$ cat src/rtl/data_port_router.sv
// data_port_router: registered router from the Aquila core data port to N_CH tag-decoded target channels.
// Build macro ROUTER_TIMEOUT_EN adds a WAIT watchdog that answers a stalled target with an error response.
module data_port_router #(
  parameter int                XLEN           = 32,
  parameter int                N_CH           = 4,
  parameter logic [N_CH*4-1:0] CH_TAGS        = {4'hF, 4'hC, 4'h8, 4'h0},
  parameter int                TIMEOUT_CYCLES = 256
) (
  input  logic                 clk_i,
  input  logic                 rst_ni,
  input  logic                 p_strobe_i,
  input  logic [XLEN-1:0]      p_addr_i,
  input  logic                 p_rw_i,
  input  logic [XLEN/8-1:0]    p_byte_enable_i,
  input  logic [XLEN-1:0]      p_data_i,
  output logic [XLEN-1:0]      p_data_o,
  output logic                 p_ready_o,
  output logic                 p_err_o,
  output logic                 busy_o,
  output logic [N_CH-1:0]      m_strobe_o,
  output logic [XLEN-1:0]      m_addr_o,
  output logic                 m_rw_o,
  output logic [XLEN/8-1:0]    m_byte_enable_o,
  output logic [XLEN-1:0]      m_data_o,
  input  logic [N_CH*XLEN-1:0] m_data_i,
  input  logic [N_CH-1:0]      m_ready_i,
  input  logic                 err_clr_i,
  output logic                 err_status_o,
  output logic [XLEN-1:0]      err_addr_o,
  output logic [1:0]           state_o
);

  localparam int SEL_W = (N_CH > 1) ? $clog2(N_CH) : 1;

  // Handshake: p_strobe_i is a one-cycle request, taken only when nothing is outstanding, and every
  // taken request yields exactly one p_ready_o pulse. m_strobe_o pulses once per mapped request; the
  // selected target answers with m_ready_i on its own lane any cycle after that pulse.
  typedef enum logic [1:0] {
    S_IDLE  = 2'd0,
    S_WAIT  = 2'd1,
    S_UNMAP = 2'd2
  } state_t;

  state_t            state_q;
  logic [SEL_W-1:0]  sel_q;
  logic              dec_hit;
  logic [SEL_W-1:0]  dec_idx;
  logic [N_CH-1:0]   dec_oh;
  logic [XLEN-1:0]   ch_data [N_CH];
  logic              sel_ready;
  logic              accept;
  logic              timeout;
  logic              err_evt;
  logic [XLEN-1:0]   err_evt_addr;

  for (genvar g = 0; g < N_CH; g++) begin : g_ch_data
    assign ch_data[g] = m_data_i[XLEN*g +: XLEN];
  end

  // Scan from the top so the lowest matching channel index is the one left selected.
  always_comb begin
    dec_hit = 1'b0;
    dec_idx = '0;
    for (int i = N_CH - 1; i >= 0; i--) begin
      if (CH_TAGS[4*i +: 4] == p_addr_i[XLEN-1 -: 4]) begin
        dec_hit = 1'b1;
        dec_idx = SEL_W'(i);
      end
    end
    dec_oh          = '0;
    dec_oh[dec_idx] = 1'b1;
  end

  assign sel_ready = m_ready_i[sel_q];
  // The UNMAP cycle is the error-response cycle, so a fresh request there is taken like in IDLE.
  assign accept    = p_strobe_i && ((state_q == S_IDLE) || (state_q == S_UNMAP));
  assign state_o   = state_q;

`ifdef ROUTER_TIMEOUT_EN
  localparam int CNT_W = $clog2(TIMEOUT_CYCLES + 1);
  logic [CNT_W-1:0] cnt_q;

  assign timeout = (state_q == S_WAIT) && !sel_ready && (cnt_q == CNT_W'(TIMEOUT_CYCLES - 1));

  always_ff @(posedge clk_i or negedge rst_ni) begin
    if (!rst_ni) begin
      cnt_q <= '0;
    end else if (accept) begin
      cnt_q <= '0;
    end else if ((state_q == S_WAIT) && !sel_ready) begin
      cnt_q <= cnt_q + 1'b1;
    end
  end
`else
  assign timeout = 1'b0;
`endif

  assign err_evt      = (accept && !dec_hit) || timeout;
  assign err_evt_addr = timeout ? m_addr_o : p_addr_i;

  always_ff @(posedge clk_i or negedge rst_ni) begin
    if (!rst_ni) begin
      state_q         <= S_IDLE;
      sel_q           <= '0;
      p_data_o        <= '0;
      p_ready_o       <= 1'b0;
      p_err_o         <= 1'b0;
      busy_o          <= 1'b0;
      m_strobe_o      <= '0;
      m_addr_o        <= '0;
      m_rw_o          <= 1'b0;
      m_byte_enable_o <= '0;
      m_data_o        <= '0;
      err_status_o    <= 1'b0;
      err_addr_o      <= '0;
    end else begin
      m_strobe_o <= '0;
      p_ready_o  <= 1'b0;
      p_err_o    <= 1'b0;
      p_data_o   <= '0;

      if (accept) begin
        sel_q           <= dec_idx;
        m_addr_o        <= p_addr_i;
        m_rw_o          <= p_rw_i;
        m_byte_enable_o <= p_byte_enable_i;
        m_data_o        <= p_data_i;
        if (dec_hit) begin
          state_q    <= S_WAIT;
          m_strobe_o <= dec_oh;
          busy_o     <= 1'b1;
        end else begin
          state_q   <= S_UNMAP;
          p_ready_o <= 1'b1;
          p_err_o   <= 1'b1;
        end
      end else begin
        case (state_q)
          S_WAIT: begin
            if (sel_ready) begin
              state_q   <= S_IDLE;
              busy_o    <= 1'b0;
              p_ready_o <= 1'b1;
              p_data_o  <= m_rw_o ? '0 : ch_data[sel_q];
            end else if (timeout) begin
              state_q   <= S_IDLE;
              busy_o    <= 1'b0;
              p_ready_o <= 1'b1;
              p_err_o   <= 1'b1;
            end
          end
          S_UNMAP: state_q <= S_IDLE;
          default: state_q <= S_IDLE;
        endcase
      end

      // A clear coinciding with a new error still records the new error.
      if (err_evt) begin
        err_status_o <= 1'b1;
        if (!err_status_o || err_clr_i) err_addr_o <= err_evt_addr;
      end else if (err_clr_i) begin
        err_status_o <= 1'b0;
        err_addr_o   <= '0;
      end
    end
  end

endmodule

$ cat config.mk
export PLATFORM = sky130hd
export DESIGN_NAME = data_port_router
export DESIGN_NICKNAME = d
export VERILOG_FILES = /design/src/rtl/data_port_router.sv
export SDC_FILE = /design/constraint.sdc
export NUM_CORES = 1
export LEC_CHECK = 0
export ABC_AREA = 0
export CELL_PAD_IN_SITES_DETAIL_PLACEMENT = 1
export CELL_PAD_IN_SITES_GLOBAL_PLACEMENT = 2
export CORE_AREA = 2 2 178 180
export CTS_CLUSTER_SIZE = 16
export DETAILED_ROUTE_END_ITERATION = 10
export DIE_AREA = 0 0 180 182
export GPL_ROUTABILITY_DRIVEN = 0
export PLACE_DENSITY = 0.8
export REMOVE_ABC_BUFFERS = 1
export SLEW_MARGIN = 30
export SYNTH_ARGS = -nofsm -noshare
export SYNTH_HDL_FRONTEND = slang
export SYNTH_SLANG_ARGS = --single-unit
$ cat constraint.sdc
create_clock -name clk_i -period 1.5 [get_ports clk_i]
set_input_delay 0.3 -clock clk_i [delete_from_list [all_inputs] [get_ports clk_i]]
set_output_delay 0.3 -clock clk_i [all_outputs]
set_load 0.02 [all_outputs]
==> results.sh, run 1 <==
export IMPL_violations="setup timing"
export IMPL_area_growth_pct=80.4
export IMPL_io_pins=348
export IMPL_setup_viol=32
export IMPL_synth_cells=518
export IMPL_cp_start_kind="register"
export IMPL_critPathTopFamily="multiplexers"
export IMPL_cellLeakagePower_uw=0.00530
export IMPL_grt_pass1_vias=6036
export IMPL_cts_buffers_inserted=17
export IMPL_grt_max_degree=38
export IMPL_root_buffer="clkbuf_16"
export IMPL_overflow=0
export IMPL_rr_startpoint="sel_q[0]"
export IMPL_cpMaxStageDelayCell="mux4_2"
export IMPL_grt_pass1_wl_mm=36.6
export IMPL_core_area_um2=31000
export IMPL_nNetsFinal=1104
export IMPL_final_common_cell="nand2_1"
export IMPL_startpoint="sel_q[0]"
export IMPL_cts_tree="yes"
export IMPL_antenna_found_initial=2
export IMPL_rsz0062_at_grt="true"
export IMPL_setup_ws_ps=-187
export IMPL_r2r_end="p_data_o[0]"
export IMPL_ys_types=31
export IMPL_cp_endpoint="p_data_o[0]"
export IMPL_drive_gt1_share_pct=16.7
export IMPL_critPathCaptureType="register"
export IMPL_path_cells="mux4_2 > nand3b_1 > or2_4 > buf_12 > nor2b_1"
export IMPL_syn_cell_area_um2=6100
export IMPL_postRouteAntennaNets=0
export IMPL_worst_pin_slew_ps=369
export IMPL_rows=65
export IMPL_route_detailed_drc=0
export IMPL_clk_pin_slew_ps=70
export IMPL_status="complete, but fails checks"
export IMPL_dp_hpwl_mm=18.3
export IMPL_place_area_um2=10300
export IMPL_path_max_fanout=18
export IMPL_maxCapViolations=0
export IMPL_crit_type="register to register"
export IMPL_slowest_delay_ps=570
export IMPL_ff2ff_path_depth=5
export IMPL_yosys_warnings=0
export IMPL_hold_depth=3
export IMPL_clock_fmax_ghz=0.593
export IMPL_cellPowerDensity_nw_per_um2=1100
export IMPL_clkSinkCount=145
export IMPL_cts_max_level=4
export IMPL_r2r_slack_ps=-190
export IMPL_peakVddDrop_mv=0.766
export IMPL_vias=5422
export IMPL_drv_slew=0
export IMPL_slew_headroom_pct=75.4
export IMPL_arrival_ps=2000
export IMPL_hold_viol=0
export IMPL_dr_pass1_iters=5
export IMPL_cp_data_required_time_ps=1810
export IMPL_postLayoutCoreUtil_pct=35.5
export IMPL_track_usage_pct=14.9
export IMPL_die_h_um=182
export IMPL_seq_area_frac_synth_pct=59.5
export IMPL_avgSynthCellArea_um2=11.8
export IMPL_dieArea_um2=32800
export IMPL_finClkSkew_ps=10.8
export IMPL_synth_seq_cells=145
export IMPL_holdCritPathClass="primary input to register"
export IMPL_setup_tns_ps=-5130
export IMPL_fin_crit_sh_pct=112
export IMPL_io_buffer_count=347
export IMPL_start_util_pct=19.7
export IMPL_finalCriticalPeriod_ps=1690
export IMPL_placed_cells=1268
export IMPL_fin_cells=1313
export IMPL_wl_per_cell_um=18.8
export IMPL_crit_buf_inv=1
export IMPL_cts_max_path_buffers=2
export IMPL_insertion_delay_ps=420
export IMPL_worst_path_stages=5
export IMPL_viasPerCell=4.13
export IMPL_die_w_um=180
export IMPL_hp_start="p_addr_i[31]"
export IMPL_fin_area_um2=11000
export IMPL_hold_slack_ps=300
export IMPL_wl_mm=24.6
export IMPL_drtIter0Drc=176
export IMPL_final_cell_mix="nand2_1, clkdlybuf4s50_1, dfrtp_1, dlygate4sd2_1, a22o_1"
==> where the power goes <==
part | switching, uW | total (uW) | internal [uW] | leakage (uW)
clock network | 1710 | 4500 | 2780 | 0.000295
logic | 1570 | 3110 | 1530 | 0.00314
registers | 220 | 4550 | 4330 | 0.00186
total | 3500 | 12200 | 8650 | 0.00530
==> worst min-delay path: stages <==
cell,delay (ps)
dlymetal6s2s_1,150
buf_4,160
nor4_1,60
==> cells by family (layout without fill, tap and decap cells) <==
kind of cell	Yosys count	after routing	synth area share [%]
flip-flops	145	145	59.5
other	0	1	0
AO/OA/AOI/OAI	42	43	5.99
multiplexers	33	33	12.3
buffers and inverters	39	430	3.45
AND/OR/NAND/NOR	259	259	18.7
==> worst min path at each step <==
stage,endpoint,slack [ps]
after floorplan,busy_o,4
after global placement,err_addr_o[19],230
after detailed placement,m_addr_o[23],230
after CTS,m_addr_o[21],340
after global routing,m_strobe_o[0],300
final,m_strobe_o[0],300
==> layer usage <==
| layer | wire length, um | track usage, % |
|---|---|---|
| met1 | 9760 | 16.7 |
| met2 | 12600 | 26.4 |
| met3 | 1920 | 5.31 |
| met4 | 299 | 4.59 |
| met5 | 11 | 0 |
==> sequential cells by signal (all words and copies together), names as in the netlist <==
register         flops
m_data_o            32
m_strobe_o           4
m_byte_enable_o      4
p_ready_o            1
err_addr_o          32
sel_q                2
m_rw_o               1
p_err_o              1
state_o              2
p_data_o            32
busy_o               1
err_status_o         1
m_addr_o            32
==> metrics by stage <==
stage	power, uW	setup slack, ps
final	12200	-187
after global routing	12800	-254
after CTS	12300	-230
after detailed placement	7930	-827
after global placement	7870	-783
after floorplan	5920	-2750
==> synthesized netlist by cell type <==
| cell | number | area share (%) |
|---|---|---|
| buf_1 | 8 | 0.49 |
| mux4_1 | 2 | 0.86 |
| nor4b_1 | 1 | 0.14 |
| nand3b_1 | 1 | 0.12 |
| buf_6 | 6 | 1.1 |
| o21a_4 | 1 | 0.25 |
| nor4_1 | 1 | 0.10 |
| a21o_1 | 1 | 0.12 |
| o211ai_4 | 1 | 0.35 |
| or2_4 | 1 | 0.14 |
| o21ai_0 | 4 | 0.33 |
| nand2_1 | 211 | 13 |
| mux4_2 | 31 | 11 |
| clkbuf_1 | 10 | 0.62 |
| nor2b_1 | 14 | 1.4 |
| or2_1 | 1 | 0.10 |
| clkbuf_2 | 1 | 0.082 |
| inv_1 | 4 | 0.25 |
| buf_2 | 8 | 0.66 |
| and2_1 | 1 | 0.10 |
| a21boi_0 | 1 | 0.12 |
| nand4_1 | 1 | 0.10 |
| a22o_1 | 32 | 4.6 |
| a21oi_1 | 1 | 0.082 |
| a21oi_2 | 1 | 0.14 |
| buf_4 | 2 | 0.25 |
| nor2b_2 | 21 | 3.0 |
| dfrtp_1 | 145 | 60 |
| nand2b_1 | 2 | 0.21 |
| nand3_1 | 1 | 0.082 |
| nor2_1 | 3 | 0.18 |
==> cell type report <==
class	count	area (um2)
Antenna cell	1	2.50
Clock inverter	8	128
Fill cell	3384	20000
Sequential cell	145	3630
Inverter	4	15.0
Tap cell	402	503
Timing Repair Buffer	396	3930
Multi-Input combinational cell	335	2300
Clock buffer	22	484
==> timing repair <==
item | 4_1_cts | 5_1_grt
gates resized for setup | 166 | 21
gates cloned | 2 | 3
endpoints found under the setup margin | 242 | 117
setup buffers | 7 | 2
pin swaps | 5 | 30
endpoints found under the hold margin | 24 | 0
hold buffers | 1 | 0
No activity file was read; power rests on OpenSTA's default activity.
==> run 2, diff against run 1 <==
PLACE_DENSITY = 0.71   (was 0.8)
==> run 2 against run 1 <==
The run still ends with setup timing left; routed wire length fell by 1.5%; via count fell by 0.35%; sequential power barely moved; worst setup slack improved by 54 ps; non-clock buffer count rose by 5; largest cell class unchanged.
==> results.sh, run 2 (synthesis gave the netlist of run 1 again) <==
export IMPL_status="complete, but fails checks"
export IMPL_violations="setup timing"
export IMPL_arrival_ps=1950
export IMPL_cts_buffers_inserted=17
export IMPL_crit_type="register to register"
export IMPL_overflow=0
export IMPL_route_detailed_drc=0
export IMPL_clk_pin_slew_ps=70
export IMPL_peakVddDrop_mv=0.790
export IMPL_antenna_found_initial=1
export IMPL_placed_cells=1269
export IMPL_postRouteAntennaNets=0
export IMPL_p_sw_uw=3600
export IMPL_cp_data_required_time_ps=1820
export IMPL_path_max_fanout=17
export IMPL_final_common_cell="nand2_1"
export IMPL_grt_max_degree=55
export IMPL_vias=5403
export IMPL_cpMaxStageDelayCell="mux4_2"
export IMPL_clkSinkCount=145
export IMPL_cellLeakagePower_uw=0.00539
export IMPL_grt_pass1_vias=6149
export IMPL_rsz0062_at_grt="true"
export IMPL_setup_ws_ps=-132
export IMPL_cts_tree="yes"
export IMPL_final_seq_area_um2=3630
export IMPL_track_usage_pct=15.0
export IMPL_clock_fmax_ghz=0.613
export IMPL_r2r_end="p_data_o[13]"
export IMPL_startpoint="sel_q[0]"
export IMPL_rows=65
export IMPL_power_switching_share_pct=29.1
export IMPL_start_util_pct=19.7
export IMPL_cp_start_kind="register"
export IMPL_clockPowerShare_pct=37.7
export IMPL_cellPowerDensity_nw_per_um2=1110
export IMPL_worst_path_stages=3
export IMPL_die_h_um=182
export IMPL_core_area_um2=31000
export IMPL_dr_pass1_iters=4
export IMPL_dp_hpwl_mm=18.2
export IMPL_die_w_um=180
export IMPL_wl_per_cell_um=18.4
export IMPL_intPower_uw=8780
export IMPL_crit_buf_inv=1
export IMPL_worst_pin_slew_ps=405
export IMPL_ff2ff_path_depth=3
export IMPL_insertion_delay_ps=420
export IMPL_r2r_slack_ps=-130
export IMPL_io_pins=348
export IMPL_critPathCaptureType="register"
export IMPL_maxCapViolations=0
export IMPL_cp_endpoint="p_data_o[13]"
export IMPL_cts_max_level=4
export IMPL_viasPerCell=4.09
export IMPL_slowest_delay_ps=580
export IMPL_hold_viol=0
export IMPL_total_power_uw=12400
export IMPL_holdCritPathClass="primary input to register"
export IMPL_finalCriticalPeriod_ps=1630
export IMPL_final_cell_mix="nand2_1, clkdlybuf4s50_1, dfrtp_1, dlygate4sd2_1, a22o_1"
export IMPL_path_cells="buf_4 > mux4_2 > nor2b_2"
export IMPL_fin_cells=1320
export IMPL_pwr_share_comb_pct=25.5
export IMPL_io_buffer_count=347
export IMPL_setup_viol=64
export IMPL_drive_gt1_share_pct=17.6
export IMPL_root_buffer="clkbuf_16"
export IMPL_dieArea_um2=32800
export IMPL_rr_startpoint="sel_q[0]"
export IMPL_drv_slew=0
export IMPL_seqPwrFrac_pct=36.8
export IMPL_nNetsFinal=1109
export IMPL_multiInputGateArea_um2=2310
export IMPL_slew_headroom_pct=73.0
export IMPL_fillCellCount=3444
export IMPL_grt_pass1_wl_mm=36.9
export IMPL_wl_mm=24.2
export IMPL_fin_crit_sh_pct=109
export IMPL_finClkSkew_ps=10.8
export IMPL_drtIter0Drc=165
export IMPL_critPathTopFamily="multiplexers"
export IMPL_area_growth_pct=82.7
export IMPL_cts_max_path_buffers=2
[run 2: worst min path at each step]
stage / start / end / cells after the start
after floorplan: rst_ni / busy_o / 0
after global placement: rst_ni / m_data_o[2] / 1
after detailed placement: rst_ni / m_data_o[2] / 1
after CTS: rst_ni / m_data_o[0] / 2
after global routing: p_addr_i[31] / m_strobe_o[1] / 2
final: p_addr_i[31] / m_strobe_o[1] / 2
[run 2: metal layers]
metal,vias to the layer above,share of wire (%),GRT usage (%),wire length [um]
met5,-,0,0,0
met2,249,53,27.5,12700
met4,0,1.5,4.16,361
li1,2501,-,-,-
met1,2633,38,16.4,9130
met3,20,8.3,5.40,2010
[run 2: power by group through the flow]
stage	Sequential (uW)	Clock (uW)	Combinational (uW)
final	4550	4670	3150
after global routing	4620	5010	3390
after CTS	4570	4850	3180
after detailed placement	4650	0	3300
after global placement	4630	0	3280
after floorplan	5180	0	731
[run 2: area by class of cell]
class	count	area share (%)
clock buffer	18	3.94
clock inverter	14	1.79
sequential	145	32.6
timing repair buffer	401	36.2
antenna	1	0.0225
multi-input combinational	335	20.8
tap	402	4.52
inverter	4	0.135
[run 2: stage by stage]
step | hold slack (ps) | setup slack [ps] | utilization (%) | TNS, ps | cell area, um2
2_1_floorplan | 4.41 | -2750 | - | -262950 | 5900
3_3_place_gp | 245 | -733 | 33.3 | -59960 | 10300
3_5_place_dp | 246 | -757 | 33.3 | -62110 | 10300
4_1_cts | 341 | -200 | 35.7 | -11320 | 11100
5_1_grt | 237 | -230 | 35.9 | -11710 | 11100
6_report | 237 | -132 | 35.9 | -6980 | 11100
[run 2: worst reg2reg max path, delay by kind of cell, from the launching register on]
family        cells  cell delay, ps
flops             1             430
simple gates      1             170
buf+inv           1             340
mux               1             590
[run 2: timing repair]
item / 4_1_cts / 5_1_grt
hold buffers: 1 / 0
setup buffers: 8 / 5
pin swaps: 21 / 14
endpoints found under the setup margin: 208 / 100
cloned: 4 / 2
gates resized for setup: 174 / 23
endpoints found under the hold margin: 29 / 0
